<file path="src/rtl/vdma_frame_sched.sv">
// vdma_frame_sched: frame ring scheduler for the VDMA.
// It owns the N-frame ring in DDR and gives the AXI-MM writer and reader their frame base addresses.
// The reader always takes the newest completed frame, or repeats the frame it already has.
// The writer is always steered away from the frame the reader is using.
module vdma_frame_sched #(
  parameter int               ASIZE        = 29,
  parameter int               N_FRAMES     = 3,
  parameter logic [ASIZE-1:0] BASE_ADDR    = '0,
  parameter logic [ASIZE-1:0] FRAME_STRIDE = 'h100000,
  parameter int               CNT_W        = 16
) (
  input  logic             axi_aclk,
  input  logic             axi_resetn,
  input  logic             enable,
  input  logic             wr_start,
  input  logic             wr_done,
  input  logic             rd_start,
  input  logic             rd_done,
  output logic [ASIZE-1:0] wr_base_addr,
  output logic [2:0]       wr_idx,
  output logic             wr_busy,
  output logic [ASIZE-1:0] rd_base_addr,
  output logic [2:0]       rd_idx,
  output logic             rd_busy,
  output logic             rd_frame_valid,
  output logic             rd_new,
  output logic [CNT_W-1:0] wr_drop_cnt,
  output logic [CNT_W-1:0] rd_repeat_cnt
);

  typedef enum logic {IDLE, ACTIVE} state_e;

  state_e             wr_state_q, wr_state_d;
  state_e             rd_state_q, rd_state_d;
  logic [2:0]         wr_idx_q, wr_idx_d;
  logic [2:0]         rd_idx_q, rd_idx_d;
  logic [ASIZE-1:0]   wr_addr_q, rd_addr_q;
  logic               rd_valid_q, rd_valid_d;
  logic               rd_new_q, rd_new_d;
  logic [2:0]         last_idx_q, last_idx_d;
  logic               last_vld_q, last_vld_d;
  logic               wr_first_q, wr_first_d;
  logic [CNT_W-1:0]   drop_cnt_q, drop_cnt_d;
  logic [CNT_W-1:0]   rep_cnt_q, rep_cnt_d;

  logic               wr_start_en, rd_start_en, wr_done_ev, rd_done_ev;
  logic               fwd_vld, rd_take, prot_vld, wr_drop;
  logic [2:0]         fwd_idx, cand0, cand;

  // Ring successor: N_FRAMES-1 wraps to 0.
  function automatic logic [2:0] nextIdx(input logic [2:0] i);
    return (i == 3'(N_FRAMES - 1)) ? 3'd0 : i + 3'd1;
  endfunction

  // Frame base address, truncated to the AXI address width.
  function automatic logic [ASIZE-1:0] addrOf(input logic [2:0] i);
    return BASE_ADDR + FRAME_STRIDE * ASIZE'(i);
  endfunction

  // Next-state decisions: writer completion is forwarded to a same-cycle reader start, the
  // reader chooses before the writer, and the writer skips whatever the reader protects.
  always_comb begin
    wr_start_en = wr_start & enable;
    rd_start_en = rd_start & enable;
    wr_done_ev  = wr_done & (wr_state_q == ACTIVE);
    rd_done_ev  = rd_done & (rd_state_q == ACTIVE);

    fwd_vld = last_vld_q | wr_done_ev;
    fwd_idx = wr_done_ev ? wr_idx_q : last_idx_q;
    rd_take = rd_start_en & fwd_vld;

    rd_idx_d   = rd_take ? fwd_idx : rd_idx_q;
    rd_valid_d = rd_take ? 1'b1 : rd_valid_q;
    rd_new_d   = rd_start_en ? rd_take : rd_new_q;

    rd_state_d = rd_state_q;
    if (rd_start_en) begin
      rd_state_d = ACTIVE;
    end else if (rd_done_ev) begin
      rd_state_d = IDLE;
    end

    rep_cnt_d = rep_cnt_q;
    if (rd_start_en && !rd_take && rd_valid_q && (rep_cnt_q != '1)) begin
      rep_cnt_d = rep_cnt_q + 1'b1;
    end

    prot_vld = rd_start_en | (rd_state_q == ACTIVE);
    cand0    = wr_first_q ? 3'd0 : nextIdx(wr_idx_q);
    cand     = (prot_vld && (cand0 == rd_idx_d)) ? nextIdx(cand0) : cand0;

    wr_drop    = wr_start_en & (wr_state_q == ACTIVE) & ~wr_done_ev;
    wr_idx_d   = wr_start_en ? cand : wr_idx_q;
    wr_first_d = wr_start_en ? 1'b0 : wr_first_q;

    wr_state_d = wr_state_q;
    if (wr_start_en) begin
      wr_state_d = ACTIVE;
    end else if (wr_done_ev) begin
      wr_state_d = IDLE;
    end

    drop_cnt_d = drop_cnt_q;
    if (wr_drop && (drop_cnt_q != '1)) begin
      drop_cnt_d = drop_cnt_q + 1'b1;
    end

    last_idx_d = wr_done_ev ? wr_idx_q : last_idx_q;
    last_vld_d = last_vld_q;
    if (rd_take) begin
      last_vld_d = 1'b0;
    end else if (wr_done_ev) begin
      last_vld_d = 1'b1;
    end
  end

  // Registered state for both FSMs, frame indices, addresses and statistics.
  always_ff @(posedge axi_aclk) begin
    if (!axi_resetn) begin
      wr_state_q <= IDLE;
      rd_state_q <= IDLE;
      wr_idx_q   <= '0;
      rd_idx_q   <= '0;
      wr_addr_q  <= '0;
      rd_addr_q  <= '0;
      rd_valid_q <= 1'b0;
      rd_new_q   <= 1'b0;
      last_idx_q <= '0;
      last_vld_q <= 1'b0;
      wr_first_q <= 1'b1;
      drop_cnt_q <= '0;
      rep_cnt_q  <= '0;
    end else begin
      wr_state_q <= wr_state_d;
      rd_state_q <= rd_state_d;
      wr_idx_q   <= wr_idx_d;
      rd_idx_q   <= rd_idx_d;
      if (wr_start_en) begin
        wr_addr_q <= addrOf(wr_idx_d);
      end
      if (rd_start_en) begin
        rd_addr_q <= addrOf(rd_idx_d);
      end
      rd_valid_q <= rd_valid_d;
      rd_new_q   <= rd_new_d;
      last_idx_q <= last_idx_d;
      last_vld_q <= last_vld_d;
      wr_first_q <= wr_first_d;
      drop_cnt_q <= drop_cnt_d;
      rep_cnt_q  <= rep_cnt_d;
    end
  end

  assign wr_base_addr   = wr_addr_q;
  assign wr_idx         = wr_idx_q;
  assign wr_busy        = (wr_state_q == ACTIVE);
  assign rd_base_addr   = rd_addr_q;
  assign rd_idx         = rd_idx_q;
  assign rd_busy        = (rd_state_q == ACTIVE);
  assign rd_frame_valid = rd_valid_q;
  assign rd_new         = rd_new_q;
  assign wr_drop_cnt    = drop_cnt_q;
  assign rd_repeat_cnt  = rep_cnt_q;

endmodule

</file>
<file path="config.mk">
export PLATFORM = sky130hd
export DESIGN_NAME = vdma_frame_sched
export DESIGN_NICKNAME = d
export VERILOG_FILES = /design/src/rtl/vdma_frame_sched.sv
export SDC_FILE = /design/constraint.sdc
export NUM_CORES = 1
export LEC_CHECK = 0
export ABC_CLOCK_PERIOD_IN_PS = 2780
export CORE_ASPECT_RATIO = 0.5
export CORE_MARGIN = 5
export CORE_UTILIZATION = 45
export DETAILED_ROUTE_END_ITERATION = 7
export PLACE_DENSITY_LB_ADDON = 0.05
export SYNTH_ARGS = -nofsm -noshare
export SYNTH_HDL_FRONTEND = slang
export SYNTH_SLANG_ARGS = --single-unit
</file>
<file path="constraint.sdc">
create_clock -name axi_aclk -period 2.78 [get_ports axi_aclk]
set_input_delay 0.278 -clock axi_aclk [delete_from_list [all_inputs] [get_ports axi_aclk]]
set_output_delay 0.278 -clock axi_aclk [all_outputs]
set_load 0.05 [all_outputs]
</file>
* Word level (Yosys, flattened, before mapping) *
Index checks and enable logic that the tools add are counted.

storage, ports and cells
  bits in registers = 53
  bits of input ports = 7
  output and inout port bits = 100

operators by class
  add/sub/neg operators = 4
  equal/unequal tests = 5
  muxes and demuxes = 11
  bitwise logic cells = 11
  reductions and logical operators = 9

operators with widths
  cell                     count
  $add A16 B1 Y16 const B  2
  $ne A16 B16 Y1 const B   2
  $mux W3                  7
  $and A1 B1 Y1            7
  $add A3 B1 Y3 const B    2
  $eq A3 B2 Y1 const B     2
  $logic_and A1 B1 Y1      5
  $mux W1                  4
  $reduce_bool A2 Y1       2
  $eq A3 B3 Y1             1
  $not A1 Y1               2
  $or A1 B1 Y1             2
  $reduce_or A2 Y1         1
  $logic_not A1 Y1         1

* Longest topological paths before layout *
  depth in word-level cells = 8
  mapped depth = 8

* Worst setup path before layout *
OpenSTA, ideal clock, no wires.

  path type = register to register
  from = register drop_cnt_q[3] (netlist: wr_drop_cnt[3])
  to = register drop_cnt_q[7] (netlist: wr_drop_cnt[7])
  arrival time = 2.277 ns
  required time = 2.665 ns
  setup slack = 0.388 ns
  cell stages (with the launch flop) = 7
  buffers on the path = 0
  clock period less this slack = 2.392 ns
  cell sequence = dfxtp_1 and4_1 nand4_1 or4_1 and4_1 xor2_1 and2_1

on the way
  longest elaborated chain between the ends = 2

ends and longest elaborated chain
  element                                                                  RTL line  text
  start, declared                                                          43        logic [CNT_W-1:0] drop_cnt_q, drop_cnt_d;
  start signal, assigned                                                   149       drop_cnt_q <= drop_cnt_d;
  parallel branches: the longest is 2 deep, another holds $add A16 B1 Y16  --

Several ways; the timed one is not identified.
A chain may end at the register's enable or synchronous reset.

* Final worst setup path *
  from = input wr_done
  to = register wr_idx_q[1] (netlist: wr_idx[1])

on the way
  longest elaborated chain between the ends = 8

ends and longest elaborated chain
  element                  RTL line  text
  start, declared          16        input logic wr_done,
  $and A1 B1 Y1 (*)        65        wr_done_ev = wr_done & (wr_state_q == ACTIVE);
  $or A1 B1 Y1             68        fwd_vld = last_vld_q | wr_done_ev;
  $and A1 B1 Y1            70        rd_take = rd_start_en & fwd_vld;
  $mux W3 (*)              72        rd_idx_d = rd_take ? fwd_idx : rd_idx_q;
  $eq A3 B3 Y1 (*)         90        cand = (prot_vld && (cand0 == rd_idx_d)) ? nextIdx(cand0) : cand0;
  $logic_and A1 B1 Y1 (*)  90
  $mux W3 (*)              90
  $mux W3 (*)              93        wr_idx_d = wr_start_en ? cand : wr_idx_q;
  end signal, assigned     136       wr_idx_q <= wr_idx_d;
  end, declared            35        logic [2:0] wr_idx_q, wr_idx_d;

Mark *: on every way between the ends. The rest lies on a longest branch, timed or not.

==> impl_metrics.csv <==
group,metric,value,unit
synthesis,number_of_enable_flip_flop_cells_after_synthesis,0,
sta,rsz0062_at_grt,"false",
sta,max_transition_viols_final,0,
sta,report.final.setup_viol,0,
placed_design,preCtsSetupSlack,213.4,ps
synthesis,number_of_flip_flops_and_latches_in_the_synthesized_netlist,53,
sta,fin_ws,508.8,ps
sta,fin_clk_skew,6.640,ps
clock_network,clk-insertion-delay-late,290,ps
grt,globalRouteOverflowTotal,0,
min_path,worst_hold_path_cells,2,
clock_network,cts-root-to-sink-buffers,2,
synthesis,syn_area_per_cell,8.796,µm²
clock_network,cts_root_buf,"sky130_fd_sc_hd__clkbuf_16",
die,width_of_the_die,124.3,µm
die,std_cell_rows,20,
sta,final_period_minus_worst_setup_slack,2271,ps
grt,grt_first_pass_wirelength,10430,µm
clock_network,clock_pin_slew_of_the_registers_on_the_worst_case_setup_and_hold_paths,60,ps
worst_setup_path,endpoint_kind,"register",
pwr,vdd_ir_drop_max,0.2383,mV
worst_setup_path,worst_reg2reg_path_depth,7,
sta,timing.final.crit_share,0.8170,
worst_setup_path,reg_to_reg_slack_setup,540,ps
clock_network,hold_fix_buffers_cts,0,
min_path,min-delay-start,"wr_base_addr[20]$_SDFFE_PN0P_",
pwr,power-per-cell-area,472.1,nW/µm²
die,floorplan.die.height,67.14,µm
routing,average_wire_per_standard_cell,13.02,µm
clock_network,cts.sink_count,53,
layout,layout_common_cells,"sky130_fd_sc_hd__clkdlybuf4s50_1 (54), sky130_fd_sc_hd__dfxtp_1 (53), sky130_fd_sc_hd__conb_1 (52), sky130_fd_sc_hd__and2_1 (31), sky130_fd_sc_hd__nand2_1 (28)",
routing,initialDrtViolationCount,96,
clock_network,postCtsResizedCells,0,
sta,worst_pin_slew,624.0,ps
worst_setup_path,setup.worst_path.class,"in2reg",
worst_setup_path,worst_path_required,3010,ps
routing,first_pass_iters,4,
synthesis,ys_async_sr_fraction,0,
die,floorplan.initialDensity,0.4734,
layout,post_route_cells_drive_above_1_share,0.05385,
flow_run,max_cap_violations,0,
worst_setup_path,worstSetupStartpointType,"primary input",
layout,insertedDiodeCount,0,
worst_setup_path,cp_cell_sequence,"clkdlybuf4s50_1 > a21boi_0 > a31oi_1 > mux2i_1 > a21o_1 > or4_4 > o221a_1 > nor2_1",
routing,drt-met1-wl,2827,µm
clock_network,post-cts-setup-buffers,0,
pwr,p_leak,1.419,nW
sta,hold_violations_final,0,
routing,post-route-drc-count,0,
grt,grt_start_max_net_pins,20,
worst_setup_path,rr_endpoint,"wr_idx[1]$_SDFF_PN0_",
routing,drt_via_density,4.657,
worst_setup_path,worstReg2RegStart,"wr_idx[0]$_SDFF_PN0_",
clock_network,htreeDepth,2,
placed_design,finalWeightedCongestion,0.8265,
synthesis,ys_dominant_reg_cell,"sky130_fd_sc_hd__dfxtp_1",
clock_network,cts_tree,"built",
placed_design,hpwl,4720,µm
grt,groute.usage.overall,0.1512,
die,core-area,6206,µm²
routing,met3_wirelength,583,µm
layout,layout_commonest_cell,"sky130_fd_sc_hd__clkdlybuf4s50_1",
clock_network,cts_made_buffers,5,
die,floorplan.io_pins,107,
worst_setup_path,worst-path-max-fanout,5,
grt,initial_antenna_violation_count,0,
worst_setup_path,worstPathArrival,2500,ps
worst_setup_path,worst_path_max_delay_cell,"sky130_fd_sc_hd__clkdlybuf4s50_1",
routing,detail_route.wirelength,6223,µm
routing,via_count,2226,
sta,max_freq,440.3,MHz
synthesis,synth.yosys.warnings,0,
synthesis,postSynthCellCount,334,
grt,grt_pass1_vias,2147,
die,die_area,8343,µm²
routing,wl_met2,2787,µm
layout,area.growth.synth_to_final,19.55,%
worst_setup_path,crit_path_max_incr_delay,610,ps
placed_design,io_buffers,54,
min_path,hold_path_end,"wr_base_addr[20]$_SDFFE_PN0P_",
sta,tns,0,ps
synthesis,distinct_cell_type_count_after_synthesis,52,
status,status,"finished clean",
synthesis,syn-cell-area,2938,µm²
routing,routed.top_layer,"met4",
sta,maxSlewHeadroom,0.5827,
min_path,holdCritPathClass,"reg2reg",
routing,postRouteAntennaNets,0,
layout,design.final.nets,398,
synthesis,synth_seq_area_share,0.3612,
==> sequential cells by signal, indices dropped and copies added, names as in the netlist <==
signal and cells:
wr_base_addr 3, rd_new 1, last_idx_q 3, wr_drop_cnt 16, rd_idx 3, last_vld_q 1, rd_base_addr 3, rd_frame_valid 1
rd_busy 1, rd_repeat_cnt 16, wr_idx 3, wr_first_q 1, wr_busy 1
==> routing by layer <==
| metal | GRT usage | vias up |
|---|---|---|
| li1 | - | 1131 |
| met1 | 0.1853 | 1010 |
| met2 | 0.2587 | 82 |
| met3 | 0.05766 | 3 |
| met4 | 0.03279 | 0 |
| met5 | 0 | - |
==> how the worst max path moves through the flow <==
stage,startpoint,endpoint,slack (ps),cells past startpoint
floorplan,wr_drop_cnt[3]$_SDFFE_PN0P_,wr_drop_cnt[7]$_SDFFE_PN0P_,390,6
global placement,wr_done,wr_base_addr[21]$_SDFFE_PN0P_,260,8
detailed placement,wr_done,wr_base_addr[21]$_SDFFE_PN0P_,210,8
CTS,wr_done,wr_idx[1]$_SDFF_PN0_,500,8
global route,wr_done,wr_base_addr[21]$_SDFFE_PN0P_,280,8
finish,wr_done,wr_idx[1]$_SDFF_PN0_,510,8
==> metrics by stage <==
| stage | util | std cells | hold WS, ps | instance area [µm²] | total power, W |
|---|---|---|---|---|---|
| global placement | 0.5440 | 470 | 450.9 | 3376 | 0.001074 |
| global route | 0.5659 | 478 | 492.8 | 3512 | 0.001730 |
| finish | 0.5659 | 478 | 456.8 | 3512 | 0.001658 |
| detailed placement | 0.5440 | 470 | 450.4 | 3376 | 0.001074 |
| CTS | 0.5659 | 478 | 459.4 | 3512 | 0.001678 |
| floorplan | - | 385 | 464.3 | 3129 | 0.001091 |
==> cell usage after synthesis, types with 2 or more instances <==
library cell | n | area share
sky130_fd_sc_hd__dfxtp_1 | 53 | 0.36
sky130_fd_sc_hd__buf_4 | 52 | 0.13
sky130_fd_sc_hd__and2_1 | 31 | 0.066
sky130_fd_sc_hd__nand2_1 | 28 | 0.036
sky130_fd_sc_hd__xnor2_1 | 25 | 0.075
sky130_fd_sc_hd__nor2_1 | 13 | 0.017
sky130_fd_sc_hd__nand4_1 | 10 | 0.021
sky130_fd_sc_hd__and3_1 | 9 | 0.019
sky130_fd_sc_hd__a21boi_0 | 7 | 0.018
sky130_fd_sc_hd__a21oi_1 | 7 | 0.012
sky130_fd_sc_hd__nand2b_1 | 7 | 0.015
sky130_fd_sc_hd__nor2b_1 | 7 | 0.015
sky130_fd_sc_hd__o21ai_0 | 7 | 0.012
sky130_fd_sc_hd__clkbuf_1 | 6 | 0.0077
sky130_fd_sc_hd__mux2i_1 | 6 | 0.020
sky130_fd_sc_hd__nand3_1 | 6 | 0.010
sky130_fd_sc_hd__or3_1 | 6 | 0.013
sky130_fd_sc_hd__nor3_1 | 5 | 0.0085
sky130_fd_sc_hd__xor2_1 | 5 | 0.015
sky130_fd_sc_hd__and4_1 | 3 | 0.0089
sky130_fd_sc_hd__inv_1 | 3 | 0.0038
sky130_fd_sc_hd__o21a_1 | 3 | 0.0077
sky130_fd_sc_hd__a211oi_1 | 2 | 0.0051
sky130_fd_sc_hd__and2b_1 | 2 | 0.0051
sky130_fd_sc_hd__buf_2 | 2 | 0.0034
sky130_fd_sc_hd__ha_1 | 2 | 0.0085
sky130_fd_sc_hd__o21ai_1 | 2 | 0.0034
==> power breakdown <==
part	internal [W]	total, W	switching, W
registers	0.000769	0.000782	0.0000133
logic	0.0000476	0.000277	0.000230
clock network	0.000336	0.000598	0.000263
total	0.00115	0.00166	0.000506
==> cell families (layout without fill, tap and decap cells) <==
logic type / count (synthesis) / in the layout / synth area share
adder cells (fa/ha/maj): 2 / 2 / 0.008517
AND/OR/NAND/NOR: 139 / 139 / 0.2713
other: 1 / 52 / 0.001276
multiplexers: 6 / 6 / 0.02044
buffers and inverters: 64 / 69 / 0.1516
flip-flops: 53 / 53 / 0.3612
AO/OA/AOI/OAI: 39 / 39 / 0.09626
XOR/XNOR: 30 / 30 / 0.08944
==> worst max-delay path: cells and delay by family <==
family | cells | cell delay [ps]
AOI/OAI and AO/OA | 4 | 940
buffers and inverters | 1 | 610
muxes | 1 | 130
and+or+nand+nor | 2 | 530
==> area by class of cell <==
type / count / area (µm²)
Sequential cell: 53 / 1061
Timing Repair Buffer: 58 / 570.5
Fill cell: 579 / 2694
Multi-Input combinational cell: 268 / 1623
Inverter: 3 / 11.26
Tap cell: 88 / 110.1
Clock buffer: 8 / 136.4
No activity file was read; power rests on OpenSTA's default activity.
